[src/rtl/vme_reg_bank_if.sv]
// VME slave-side register access bus: word address, write data, request strobes and acknowledges.
// Master drives the request fields. Slave returns read data and the per-transaction done pulses.
interface vme_reg_bank_if #(
    parameter int ADDR_W = 2
);
    logic [ADDR_W+1:2] VMEAddr;
    logic [31:0]       VMEWrData;
    logic              VMERdMem;
    logic              VMEWrMem;
    logic [31:0]       VMERdData;
    logic              VMERdDone;
    logic              VMEWrDone;

    modport master (
        output VMEAddr, VMEWrData, VMERdMem, VMEWrMem,
        input  VMERdData, VMERdDone, VMEWrDone
    );

    modport slave (
        input  VMEAddr, VMEWrData, VMERdMem, VMEWrMem,
        output VMERdData, VMERdDone, VMEWrDone
    );
endinterface

[src/rtl/vme_reg_bank.sv]
// Parametrised VME control/status register bank (R/W registers to fabric, RO registers from fabric).
// Latency: write ack 1 cycle, register/strobe 1 edge later; read 1 cycle (2 with VME_REG_BANK_RDPIPE_EN).
// Backpressure: none; a request is accepted on every cycle it is high.
module vme_reg_bank #(
    parameter int                            NUM_REGS    = 4,
    parameter int                            ADDR_W      = 2,
    parameter int                            REG_WIDTH   = 32,
    parameter logic [NUM_REGS-1:0]           RO_MASK     = '0,
    parameter logic [NUM_REGS*REG_WIDTH-1:0] RESET_VALUE = '0
) (
    input  logic                          Clk,
    input  logic                          Rst,
    vme_reg_bank_if.slave                 vme,
    output logic [NUM_REGS*REG_WIDTH-1:0] regs_o,
    input  logic [NUM_REGS*REG_WIDTH-1:0] status_i,
    output logic [NUM_REGS-1:0]           wr_strobe_o
);

    logic                          wr_req_d0;
    logic [ADDR_W-1:0]             wr_adr_d0;
    logic [REG_WIDTH-1:0]          wr_dat_d0;
    logic [NUM_REGS*REG_WIDTH-1:0] regs_q;
    logic [NUM_REGS-1:0]           wr_strobe_q;
    logic [31:0]                   rd_val;
    logic [31:0]                   rd_dat_q;
    logic                          rd_done_q;

    always_ff @(posedge Clk) begin
        if (Rst) begin
            wr_req_d0 <= 1'b0;
            wr_adr_d0 <= '0;
            wr_dat_d0 <= '0;
        end else begin
            wr_req_d0 <= vme.VMEWrMem;
            wr_adr_d0 <= vme.VMEAddr;
            wr_dat_d0 <= vme.VMEWrData[REG_WIDTH-1:0];
        end
    end

    // RO slots hold constant zero so regs_o reports 0 for them; their flops trim away.
    always_ff @(posedge Clk) begin
        if (Rst) begin
            for (int i = 0; i < NUM_REGS; i++)
                regs_q[i*REG_WIDTH +: REG_WIDTH] <= RO_MASK[i] ? '0 : RESET_VALUE[i*REG_WIDTH +: REG_WIDTH];
        end else begin
            for (int i = 0; i < NUM_REGS; i++)
                if (wr_req_d0 && (wr_adr_d0 == ADDR_W'(i)) && !RO_MASK[i])
                    regs_q[i*REG_WIDTH +: REG_WIDTH] <= wr_dat_d0;
        end
    end

    // RO entries still strobe so software can use a write as a trigger.
    always_ff @(posedge Clk) begin
        if (Rst) begin
            wr_strobe_q <= '0;
        end else begin
            for (int i = 0; i < NUM_REGS; i++)
                wr_strobe_q[i] <= wr_req_d0 && (wr_adr_d0 == ADDR_W'(i));
        end
    end

    always_comb begin
        rd_val = '0;
        for (int i = 0; i < NUM_REGS; i++)
            if (vme.VMEAddr == ADDR_W'(i))
                rd_val[REG_WIDTH-1:0] = RO_MASK[i] ? status_i[i*REG_WIDTH +: REG_WIDTH]
                                                   : regs_q[i*REG_WIDTH +: REG_WIDTH];
    end

    // Read samples regs_q before a same-cycle write lands, giving pre-write data on collision.
    always_ff @(posedge Clk) begin
        if (Rst) begin
            rd_done_q <= 1'b0;
            rd_dat_q  <= '0;
        end else begin
            rd_done_q <= vme.VMERdMem;
            if (vme.VMERdMem)
                rd_dat_q <= rd_val;
        end
    end

`ifdef VME_REG_BANK_RDPIPE_EN
    logic [31:0] rd_dat_p;
    logic        rd_done_p;

    always_ff @(posedge Clk) begin
        if (Rst) begin
            rd_done_p <= 1'b0;
            rd_dat_p  <= '0;
        end else begin
            rd_done_p <= rd_done_q;
            if (rd_done_q)
                rd_dat_p <= rd_dat_q;
        end
    end

    assign vme.VMERdData = rd_dat_p;
    assign vme.VMERdDone = rd_done_p & ~Rst;
`else
    assign vme.VMERdData = rd_dat_q;
    assign vme.VMERdDone = rd_done_q & ~Rst;
`endif

    // Acks are masked while Rst is high so an interrupted transaction never completes.
    assign vme.VMEWrDone = wr_req_d0 & ~Rst;
    assign wr_strobe_o   = wr_strobe_q & {NUM_REGS{~Rst}};
    assign regs_o        = regs_q;

endmodule

[src/flat_wrapper.sv]
// flat-port wrapper written by rule: the top's interface ports become plain ports
module vme_reg_bank_flat 
#(
    parameter int                            NUM_REGS    = 4,
    parameter int                            ADDR_W      = 2,
    parameter int                            REG_WIDTH   = 32,
    parameter logic [NUM_REGS-1:0]           RO_MASK     = '0,
    parameter logic [NUM_REGS*REG_WIDTH-1:0] RESET_VALUE = '0
)
  (Clk, Rst, regs_o, status_i, wr_strobe_o, vme_VMEAddr, vme_VMEWrData, vme_VMERdMem, vme_VMEWrMem, vme_VMERdData, vme_VMERdDone, vme_VMEWrDone);
  vme_reg_bank_if #(.ADDR_W(ADDR_W)) vme_i ();
  input  logic Clk;
  input  logic Rst;
  output logic [NUM_REGS*REG_WIDTH-1:0] regs_o;
  input  logic [NUM_REGS*REG_WIDTH-1:0] status_i;
  output logic [NUM_REGS-1:0] wr_strobe_o;
  input wire logic [$bits(vme_i.VMEAddr)-1:0] vme_VMEAddr;
  input wire logic [$bits(vme_i.VMEWrData)-1:0] vme_VMEWrData;
  input wire logic [$bits(vme_i.VMERdMem)-1:0] vme_VMERdMem;
  input wire logic [$bits(vme_i.VMEWrMem)-1:0] vme_VMEWrMem;
  output wire logic [$bits(vme_i.VMERdData)-1:0] vme_VMERdData;
  output wire logic [$bits(vme_i.VMERdDone)-1:0] vme_VMERdDone;
  output wire logic [$bits(vme_i.VMEWrDone)-1:0] vme_VMEWrDone;
  assign vme_i.VMEAddr = vme_VMEAddr;
  assign vme_i.VMEWrData = vme_VMEWrData;
  assign vme_i.VMERdMem = vme_VMERdMem;
  assign vme_i.VMEWrMem = vme_VMEWrMem;
  assign vme_VMERdData = vme_i.VMERdData;
  assign vme_VMERdDone = vme_i.VMERdDone;
  assign vme_VMEWrDone = vme_i.VMEWrDone;
  vme_reg_bank #(.NUM_REGS(NUM_REGS), .ADDR_W(ADDR_W), .REG_WIDTH(REG_WIDTH), .RO_MASK(RO_MASK), .RESET_VALUE(RESET_VALUE)) u_core (.Clk(Clk), .Rst(Rst), .vme(vme_i), .regs_o(regs_o), .status_i(status_i), .wr_strobe_o(wr_strobe_o));
endmodule
[config.mk]
export PLATFORM = sky130hd
export DESIGN_NAME = vme_reg_bank_flat
export DESIGN_NICKNAME = d
export VERILOG_FILES = /design/src/rtl/vme_reg_bank_if.sv /design/src/rtl/vme_reg_bank.sv /design/src/flat_wrapper.sv
export SDC_FILE = /design/constraint.sdc
export NUM_CORES = 1
export LEC_CHECK = 0
export ABC_AREA = 1
export BUFFER_PORTS_ARGS = -buffer_cell sky130_fd_sc_hd__buf_2
export CAP_MARGIN = 20
export CORE_MARGIN = 4
export CORE_UTILIZATION = 30
export CTS_BUF_LIST = sky130_fd_sc_hd__clkbuf_4 sky130_fd_sc_hd__clkbuf_8 sky130_fd_sc_hd__clkbuf_16
export DETAILED_ROUTE_END_ITERATION = 10
export HOLD_SLACK_MARGIN = 0.02
export PLACE_DENSITY = 0.58
export SYNTH_ARGS = -nofsm -noshare
export SYNTH_HDL_FRONTEND = slang
export SYNTH_SLANG_ARGS = --single-unit
[constraint.sdc]
create_clock -name Clk -period 2.3 [get_ports Clk]
set_input_delay 0.46 -clock Clk [delete_from_list [all_inputs] [get_ports Clk]]
set_output_delay 0.46 -clock Clk [all_outputs]
set_load 0.01 [all_outputs]
==> out/metrics.cfg, run 1 <==
[run_status]
status=complete, no violations

[grt]
grt_start_max_net_pins=85
grtUsageTotal_pct=17.60
antenna_found_initial=2
grt_pass1_vias=6941
grt_pass1_wl_mm=40.10
grt-ovfl-total=0

[placement]
dp_hpwl_mm=16.78
placed_area_um2=8997
pre_cts_ws_ns=0.6189
port_buffers=203
place_congestion=0.7735

[synth]
synth_area_leaders=dfxtp_1 (51%), nor2_1 (9.3%), o21ai_0 (8.9%)
syn_area_per_cell_um2=7.690
yosysTopAreaCell=dfxtp_1
synth_top_area_share_pct=51.40
ys.warnings.count=0
seq_area_frac_synth_pct=51.40
postSynthCellCount=1013
synth.net_count=1179
synth_seq_cells=200
syn_area_um2=7790
ys_types=20

[clock_network]
cts_tree=built
hold_buffers=0
clk_latency_ns=0.43
h-tree-depth=4
ctsResizeCount=0
clk_pin_slew_worst_paths_ns=0.08
numCtsBuffers=17
cts.path.max_buffers=2
cts_root_buf=clkbuf_16
cts_sinks=200
cts_setup_buffers=0

[routing]
ant_nets=0
wl_per_cell_um=16.78
vias=7223
dr.pass1.iters=4
wl_mm=25.64
drcViolationCount=0
vias_per_cell=4.727
drt_iter0_drc=461

[finish]
final_common_cell=buf_2
final_area_um2=9563
nNetsFinal=1351
insertedDiodeCount=0
drive_above_1_share_pct=26.38
n_fill_cell=2732
area_delta_synth_final_pct=22.76
final_cell_mix=buf_2 (203), dfxtp_1 (200), nor2_1 (194)
fin_util_pct=37.65

[sta]
timing.final.crit_share_pct=72.28
clock-skew-final_ns=0.008729
setup_violations=0
rsz0062_at_grt=no
fin_ws_ns=0.6376
setup_tns_ns=0
hold_viol_final=0
slew_violations=0
max-slew-margin-rel_pct=55.51
period_needed_ns=1.662
tightest_slew_ns=0.6673
fmax_mhz=601.5

[power_and_ir_drop]
finalPower_mw=7.303
power_density_nw_per_um2=763.7
p_leak_nw=4.584
ir_worst_vdd_v=0.0004695

[worst_setup_path]
path_cells=inv_2, nor2_1, buf_2
cp_top_family=flip-flops
path_class=reg -> out
timing.rr.start=u_core.wr_adr_d0[1]
rrSetupSlack_ns=0.79
r2r_cells=6
path_buf_inv=2
end_kind=output port
start_kind=register
crit_path_max_incr_delay_ns=0.42
r2r-end=u_core.regs_o[95]
cpMaxStageDelayCell=dfxtp_1
worstPathArrival_ns=1.20
required_ns=1.84
cp_max_fo=4

[floorplanning]
dieArea_um2=28610
fp-row-count=58
start_util_pct=30.67
fp.dieH_um=169.1
io_pins=332
die_x_um=169.1
core_region_area_um2=25400

[worst_hold_path]
hold_depth=3
worstHoldPathType=in -> reg
min-delay-start=vme_VMEWrData[13]
holdPathEnd=u_core.wr_dat_d0[13]

[job]
cap_viol_max_count=0

## sequential cells by signal, indices dropped and copies added, names as in the netlist
| name | count |
|---|---|
| u_core.wr_adr_d0 | 2 |
| u_core.rd_done_q | 1 |
| u_core.wr_dat_d0 | 32 |
| u_core.vme.VMERdData | 32 |
| u_core.wr_strobe_q | 4 |
| u_core.wr_req_d0 | 1 |
| u_core.regs_o | 128 |
## worst register-to-register path: cells and delay by family, from the launching register on
kind                   cells  cell delay [ns]
buffers and inverters      2             0.50
DFF                        1             0.48
and+or+nand+nor            4             0.41
## logic make-up after synthesis
logic type / count (synthesis) / synth area share, %
AOI/OAI and AO/OA: 256 / 16.45
buffers and inverters: 151 / 9.556
DFF: 200 / 51.40
and+or+nand+nor: 406 / 22.60
## synthesized netlist by cell type
cell      instances
nand3_1          64
inv_1            73
nor2_2           44
buf_1             4
nor2_1          194
inv_4             2
a21oi_1          82
o21ai_1          35
o21ai_0         139
nand3_2           1
buf_2            15
nand2_2           2
buf_4             7
nor2_4            3
inv_2             4
dfxtp_1         200
nor3_4            1
buf_6            17
nand2_1          97
clkbuf_1         29
## cell type report
class                   count  area (µm²)  area share (%)
clock buffers              17       425.4           4.449
clock inverters            15       140.1           1.465
inverters                  79       302.8           3.166
multi-input cells         662        3047           31.86
flip-flops and latches    200        4004           41.87
well taps                 330       412.9           4.318
repair buffers            225        1231           12.87
## through the flow
step | instances | hold WS [ns]
finish | 1528 | 0.2278
global route | 1528 | 0.2054
CTS | 1528 | 0.1982
detailed placement | 1496 | 0.4534
global placement | 1496 | 0.4490
floorplan | 1013 | 0.4881
## where the power goes
part	total, mW	internal, mW	switching [mW]
registers	3.72	3.60	0.117
logic	0.666	0.231	0.435
clock network	2.92	1.44	1.48
total	7.30	5.27	2.04
## worst max-delay path by stage
stage                startpoint                      end  depth (start not counted)
6_report       u_core.wr_req_d0            vme_VMEWrDone                          3
5_1_grt        u_core.wr_req_d0            vme_VMEWrDone                          3
4_1_cts        u_core.wr_req_d0            vme_VMEWrDone                          3
3_5_place_dp     vme_VMEAddr[1]  u_core.vme.VMERdData[8]                          6
3_3_place_gp     vme_VMEAddr[0]  u_core.vme.VMERdData[9]                          8
2_1_floorplan               Rst            vme_VMERdDone                          3
## per-layer routing
layer / up-vias / share of wire (%) / global-route usage, %
met5: - / 0.062 / 0
met3: 24 / 6.7 / 4.123
li1: 3600 / - / -
met4: 4 / 1.3 / 4.970
met1: 3363 / 46 / 24.10
met2: 232 / 46 / 27.92
Power figures use the tool's default switching activity.
==> run 2, diff against run 1 <==
Settings changed: ABC_AREA 1 to 0, PLACE_DENSITY 0.58 to 0.6.
Clock period 2.3 ns to 1.4 ns, I/O delays scaled along.
==> run 2 against run 1 <==
Net effect: register-to-register slack got worse by 0.67 ns; synthesized cell count fell by 21%; clock-buffer cell count did not move; die area fell by 4.1%; global-route usage fell by 1.5 points; sequential share of layout area fell by 0.24 points; synthesized area fell by 4.3%; final cell count fell by 13%; critical path type unchanged; largest cell class unchanged; highest routed layer unchanged.
==> out/metrics.cfg, run 2 <==
[routing]
ant_nets=0  ; unchanged
vias=6219  ; -14%
dr.pass1.iters=5  ; +1
drt_iter0_drc=421  ; -8.7%
wl_per_cell_um=17.08  ; +1.8%
wl_mm=22.69  ; -12%
vias_per_cell=4.683  ; -0.93%
drcViolationCount=0  ; unchanged

[synth]
ys.warnings.count=0  ; unchanged
yosysMostFrequentCell=nand2_1
yosysTopAreaCell=dfxtp_1
synth.net_count=964  ; -18%
synth_area_leaders=dfxtp_1 (54%), nand2_1 (13%), mux4_2 (8.8%)
synth_top_area_share_pct=53.73  ; +2.3 points
syn_area_um2=7452  ; -4.3%
ys_types=19  ; -5.0%
seq_area_frac_synth_pct=53.73  ; +2.3 points
synth_common_cells=nand2_1 (256), dfxtp_1 (200), a21oi_1 (128)
postSynthCellCount=798  ; -21%
syn_area_per_cell_um2=9.339  ; +21%
ys.flop_type=dfxtp_1
async_flop_share_pct=0  ; unchanged
synth-edff-count=0  ; unchanged
synth_seq_cells=200  ; unchanged

[placement]
place_congestion=0.7900  ; +2.1%
port_buffers=203  ; unchanged
placed_area_um2=9001  ; about the same
dp_hpwl_mm=15.38  ; -8.4%
dp.cells=1296  ; -13%

[finish]
insertedDiodeCount=0  ; unchanged
fin_util_pct=39.47  ; +1.8 points
final_common_cell=nand2_1
final_cell_mix=nand2_1 (256), buf_2 (202), dfxtp_1 (199)
area_delta_synth_final_pct=29.18
nNetsFinal=1157  ; -14%
final_area_um2=9627  ; +0.67%
n_fill_cell=2487  ; -9.0%
drive_above_1_share_pct=30.48  ; +4.1 points
finalNonFillerCells=1328  ; -13%
largest_reg_flops=128  ; unchanged

[grt]
grt_pass1_vias=6068  ; -13%
grt_start_max_net_pins=56  ; -34%
antenna_found_initial=1  ; -1
grt-ovfl-total=0  ; unchanged
grtUsageTotal_pct=16.14  ; -1.5 points
grt_pass1_wl_mm=35.54  ; -11%

[worst_setup_path]
required_ns=1.12  ; -0.72 ns
path_cells=nor2b_4, buf_2
cpMaxStageDelayCell=dfxtp_4
path_buf_inv=1  ; -1
end_kind=output port
cp_max_fo=3  ; -1
crit_path_max_incr_delay_ns=0.36  ; -0.06 ns
worstPathArrival_ns=1.05  ; -0.15 ns
cp_top_family=flip-flops
path_class=reg -> out
start_kind=register

[sta]
period_needed_ns=1.330
clock-skew-final_ns=0.01298  ; +0.004256 ns
hold_viol_final=0  ; unchanged
rsz0062_at_grt=no
fmax_mhz=751.9
tightest_slew_ns=0.3344  ; -0.3329 ns
setup_violations=0  ; unchanged
max-slew-margin-rel_pct=77.71  ; +22 points
timing.final.crit_share_pct=95.00
slew_violations=0  ; unchanged

[clock_network]
cts.path.max_buffers=2  ; unchanged
clk_latency_ns=0.43  ; about the same
cts_root_buf=clkbuf_16
cts_tree=built
numCtsBuffers=17  ; unchanged
hold_buffers=0  ; unchanged
cts_sinks=200  ; unchanged
cts_setup_buffers=0  ; unchanged
clk_pin_slew_worst_paths_ns=0.08  ; about the same
h-tree-depth=4  ; unchanged

[floorplanning]
start_util_pct=30.55  ; -0.12 points
die_x_um=165.6  ; -2.1%
core_region_area_um2=24390  ; -4.0%
io_pins=332  ; unchanged
fp-row-count=57  ; -1.7%
dieArea_um2=27430  ; -4.1%
fp.dieH_um=165.6  ; -2.1%

[run_status]
status=complete, no violations

[power_and_ir_drop]
ir_worst_vdd_v=0.0007019  ; +50%
p_leak_nw=4.083  ; -11%
power_density_nw_per_um2=1213  ; +59%

[job]
cap_viol_max_count=0  ; unchanged

[worst_hold_path]
worstHoldPathType=in -> reg

run 2: report_power, final:
| group | leakage, nW | total [mW] | internal [mW] | switching, mW |
|---|---|---|---|---|
| clock network | 0.300 | 5.09 | 2.48 | 2.60 |
| logic | 2.16 | 0.700 | 0.301 | 0.399 |
| registers | 1.62 | 5.89 | 5.79 | 0.100 |
run 2: per-layer routing:
| layer | up-vias | track usage [%] | part of all wire [%] |
|---|---|---|---|
| met3 | 22 | 3.432 | 5.2 |
| met5 | - | 0 | 0.088 |
| met2 | 188 | 26.10 | 47 |
| met1 | 2981 | 21.89 | 46 |
| met4 | 2 | 4.699 | 1.4 |
| li1 | 3026 | - | - |
run 2: kinds of logic after synthesis:
logic type	after synthesis	synth area share (%)
multiplexers	64	14.12
flip-flops	200	53.73
AO/OA/AOI/OAI	128	8.596
AND/OR/NAND/NOR	342	19.11
buffers and inverters	64	4.449
run 2: path summary, 6_finish.rpt:
path / endpoint / cells after the start / slack, ns / start
min: u_core.wr_dat_d0[11] / 2 / 0.05 / vme_VMEWrData[11]
max reg2reg: u_core.regs_o[19] / 5 / 0.12 / u_core.wr_req_d0
max: vme_VMEWrDone / 2 / 0.07 / u_core.wr_req_d0
min reg2reg: u_core.regs_o[102] / 2 / 0.47 / u_core.regs_o[102]
run 2: final cells by class:
| cell class | count | area [µm²] | share of cell area, % |
|---|---|---|---|
| Sequential cell | 200 | 4008 | 41.63 |
| Multi-Input combinational cell | 534 | 3139 | 32.61 |
| Timing Repair Buffer | 238 | 1464 | 15.21 |
| Clock buffer | 17 | 425.4 | 4.419 |
| Tap cell | 324 | 405.4 | 4.211 |
| Clock inverter | 15 | 185.2 | 1.924 |
run 2: what timing repair did:
action                     in CTS  in global routing
setup endpoints to repair       1                  4
gates resized for setup         1                  4
gates cloned                    0                  0
run 2: worst register-to-register path: cells and delay by family, from the launching register on:
kind | cells | cell delay, ns
buffers and inverters | 2 | 0.38
DFF | 1 | 0.37
and+or+nand+nor | 2 | 0.32
AOI/OAI and AO/OA | 1 | 0.13
run 2: through the flow:
stage	hold slack [ns]	setup TNS [ns]	total power [mW]	setup slack, ns
2_1_floorplan	0.4082	0	6.411	0.07015
3_3_place_gp	0.4538	-2.253	6.728	-0.1211
3_5_place_dp	0.4588	-2.759	6.731	-0.1395
4_1_cts	0.02882	0	11.81	0.02826
5_1_grt	0.03241	0	12.10	0.008399
6_report	0.04996	0	11.68	0.07003
==> run 3, diff against run 2 <==
--- a/config.mk
+++ b/config.mk
@@ -9,5 +9,4 @@
 export BUFFER_PORTS_ARGS = -buffer_cell sky130_fd_sc_hd__buf_2
 export CAP_MARGIN = 20
-export CORE_MARGIN = 4
 export CORE_UTILIZATION = 30
 export CTS_BUF_LIST = sky130_fd_sc_hd__clkbuf_4 sky130_fd_sc_hd__clkbuf_8 sky130_fd_sc_hd__clkbuf_16
==> constraint.sdc (replaced) <==
create_clock -name Clk -period 1.4 [get_ports Clk]
set_input_delay 0.07 -clock Clk [delete_from_list [all_inputs] [get_ports Clk]]
set_output_delay 0.07 -clock Clk [all_outputs]
set_load 0.01 [all_outputs]
==> run 3 against run 2 <==
Net effect: sequential share of layout area shrank 1.4 points; die area is 7.1% lower; largest power group unchanged; sequential power barely moved; combinational power grew 13%; critical path type is now reg -> reg; via count is 0.80% higher; setup slack gained 0.023 ns; maximum frequency rose by 1.7%; sequential cell count is the same; critical path depth grew 4; global-route usage is 2.0 points higher; highest routed layer unchanged.
==> out/metrics.cfg, run 3 (synthesized netlist as in run 2, its figures left out) <==
[sta]
clock-skew-final_ns=0.01509  ; +0.002109 ns
setup_violations=0  ; unchanged
fin_ws_ns=0.09261  ; +0.02258 ns
hold_viol_final=0  ; unchanged
slew_violations=0  ; unchanged
tightest_slew_ns=0.4173  ; +0.08286 ns
fmax_mhz=764.9  ; +1.7%
period_needed_ns=1.307  ; -0.02258 ns
rsz0062_at_grt=no
setup_tns_ns=0  ; unchanged
timing.final.crit_share_pct=93.38  ; -1.6 points
max-slew-margin-rel_pct=72.18  ; -5.5 points

[floorplanning]
die_x_um=159.6  ; -3.6%
start_util_pct=30.64  ; +0.090 points
fp.dieH_um=159.6  ; -3.6%
dieArea_um2=25480  ; -7.1%
fp-row-count=57  ; unchanged
core_region_area_um2=24320  ; -0.29%
io_pins=332  ; unchanged

[clock_network]
cts_root_buf=clkbuf_16
cts_tree=built
numCtsBuffers=17  ; unchanged
h-tree-depth=4  ; unchanged
clk_pin_slew_worst_paths_ns=0.08  ; about the same
clk_latency_ns=0.43  ; about the same
cts.path.max_buffers=2  ; unchanged
cts_sinks=200  ; unchanged

[worst_setup_path]
start_kind=register
r2r-end=u_core.regs_o[19]
timing.rr.start=u_core.wr_req_d0
rrSetupSlack_ns=0.09  ; -0.03 ns
required_ns=1.75  ; +0.63 ns
worstPathArrival_ns=1.66  ; +0.61 ns
cp_max_fo=10  ; +7
end_kind=register
r2r_cells=6  ; +1
path_class=reg -> reg

[grt]
grt_pass1_wl_mm=35.45  ; -0.23%
grt_start_max_net_pins=92  ; +64%
grt_pass1_vias=6068  ; unchanged
antenna_found_initial=1  ; unchanged
grt-ovfl-total=0  ; unchanged
grtUsageTotal_pct=18.13  ; +2.0 points

[worst_hold_path]
worstHoldPathType=in -> reg
hold_depth=3  ; +1
min-delay-start=Rst
holdPathEnd=u_core.vme.VMERdData[21]

[power_and_ir_drop]
p_leak_nw=4.202  ; +2.9%
power_density_nw_per_um2=1157  ; -4.6%
ir_worst_vdd_v=0.0006833  ; -2.7%

[finish]
final_area_um2=9956  ; +3.4%
final_common_cell=nand2_1
nNetsFinal=1189  ; +2.8%
largest_reg_flops=128  ; unchanged
insertedDiodeCount=0  ; unchanged
n_fill_cell=2426  ; -2.5%
area_delta_synth_final_pct=33.60
final_cell_mix=nand2_1 (256), buf_2 (202), dfxtp_1 (199)
drive_above_1_share_pct=29.34  ; -1.1 points

[routing]
wl_mm=22.84  ; +0.65%
vias_per_cell=4.610  ; -1.6%
vias=6269  ; +0.80%
drcViolationCount=0  ; unchanged
ant_nets=0  ; unchanged
drt_iter0_drc=425  ; +0.95%
wl_per_cell_um=16.79  ; -1.7%
dr.pass1.iters=5  ; unchanged

[run_status]
status=complete, no violations

[placement]
placed_area_um2=8964  ; -0.42%
port_buffers=203  ; unchanged
dp_hpwl_mm=14.87  ; -3.3%
place_congestion=0.7788  ; -1.4%
pre_cts_ws_ns=0.05031  ; +0.1898 ns

[job]
cap_viol_max_count=0  ; unchanged

run 3: cell count changes in the layout (fill, tap and decap cells not counted), sizes merged:
cell | previous run | this run
clkinv | 3 | 8
clkinvlp | 0 | 3
dlygate4sd3 | 0 | 34
inv | 12 | 4
buf | 238 | 235
clkbuf | 17 | 18
run 3: layout make-up:
type / instances / area, µm² / area share [%]
flip-flops and latches: 200 / 4005 / 40.23
well taps: 324 / 405.4 / 4.072
multi-input cells: 534 / 3134 / 31.48
clock inverters: 15 / 160.2 / 1.609
repair buffers: 270 / 1826 / 18.34
clock buffers: 17 / 425.4 / 4.273
run 3: per-layer routing:
layer  track usage (%)  part of all wire, %  up-vias
li1                  -                    -     3085
met1             25.28                   47     2942
met2             28.70                   46      216
met3             3.117                  5.1       24
met4             5.245                  1.3        2
met5                 0                0.057        -
run 3: report_power, final:
| part | switching (mW) | internal [mW] | total (mW) |
|---|---|---|---|
| clock | 2.46 | 2.38 | 4.84 |
| combinational | 0.421 | 0.368 | 0.789 |
| sequential | 0.0947 | 5.79 | 5.89 |
| total | 2.98 | 8.54 | 11.5 |
run 3: timing repair:
action,CTS,global route
hold buffers,34,0
resized for setup,0,8
setup endpoints to repair,0,23
hold endpoints to repair,34,0
setup buffers,0,2
run 3: per-stage QoR:
stage | hold WS [ns] | cells | utilization [%] | total power [mW]
floorplan | 0.1982 | 798 | - | 6.411
global placement | 0.2688 | 1291 | 36.86 | 6.714
detailed placement | 0.2735 | 1291 | 36.86 | 6.719
CTS | 0.09884 | 1357 | 40.66 | 11.64
global route | 0.1240 | 1360 | 40.94 | 11.96
finish | 0.1130 | 1360 | 40.94 | 11.52
run 3: how the worst max path moves through the flow:
stage / start / to
5_1_grt: u_core.wr_req_d0 / u_core.regs_o[20]
2_1_floorplan: u_core.wr_req_d0 / u_core.regs_o[27]
6_report: u_core.wr_req_d0 / u_core.regs_o[19]
3_5_place_dp: u_core.wr_req_d0 / u_core.regs_o[6]
4_1_cts: u_core.wr_req_d0 / u_core.regs_o[6]
3_3_place_gp: u_core.wr_req_d0 / u_core.regs_o[8]
run 3: critical path, cell delays in order, from the launching register on:
cell and delay, ns:
dfxtp_2 0.35, buf_6 0.14, nor3b_4 0.20, buf_4 0.17
buf_6 0.16, nand2_1 0.07, a21oi_1 0.13
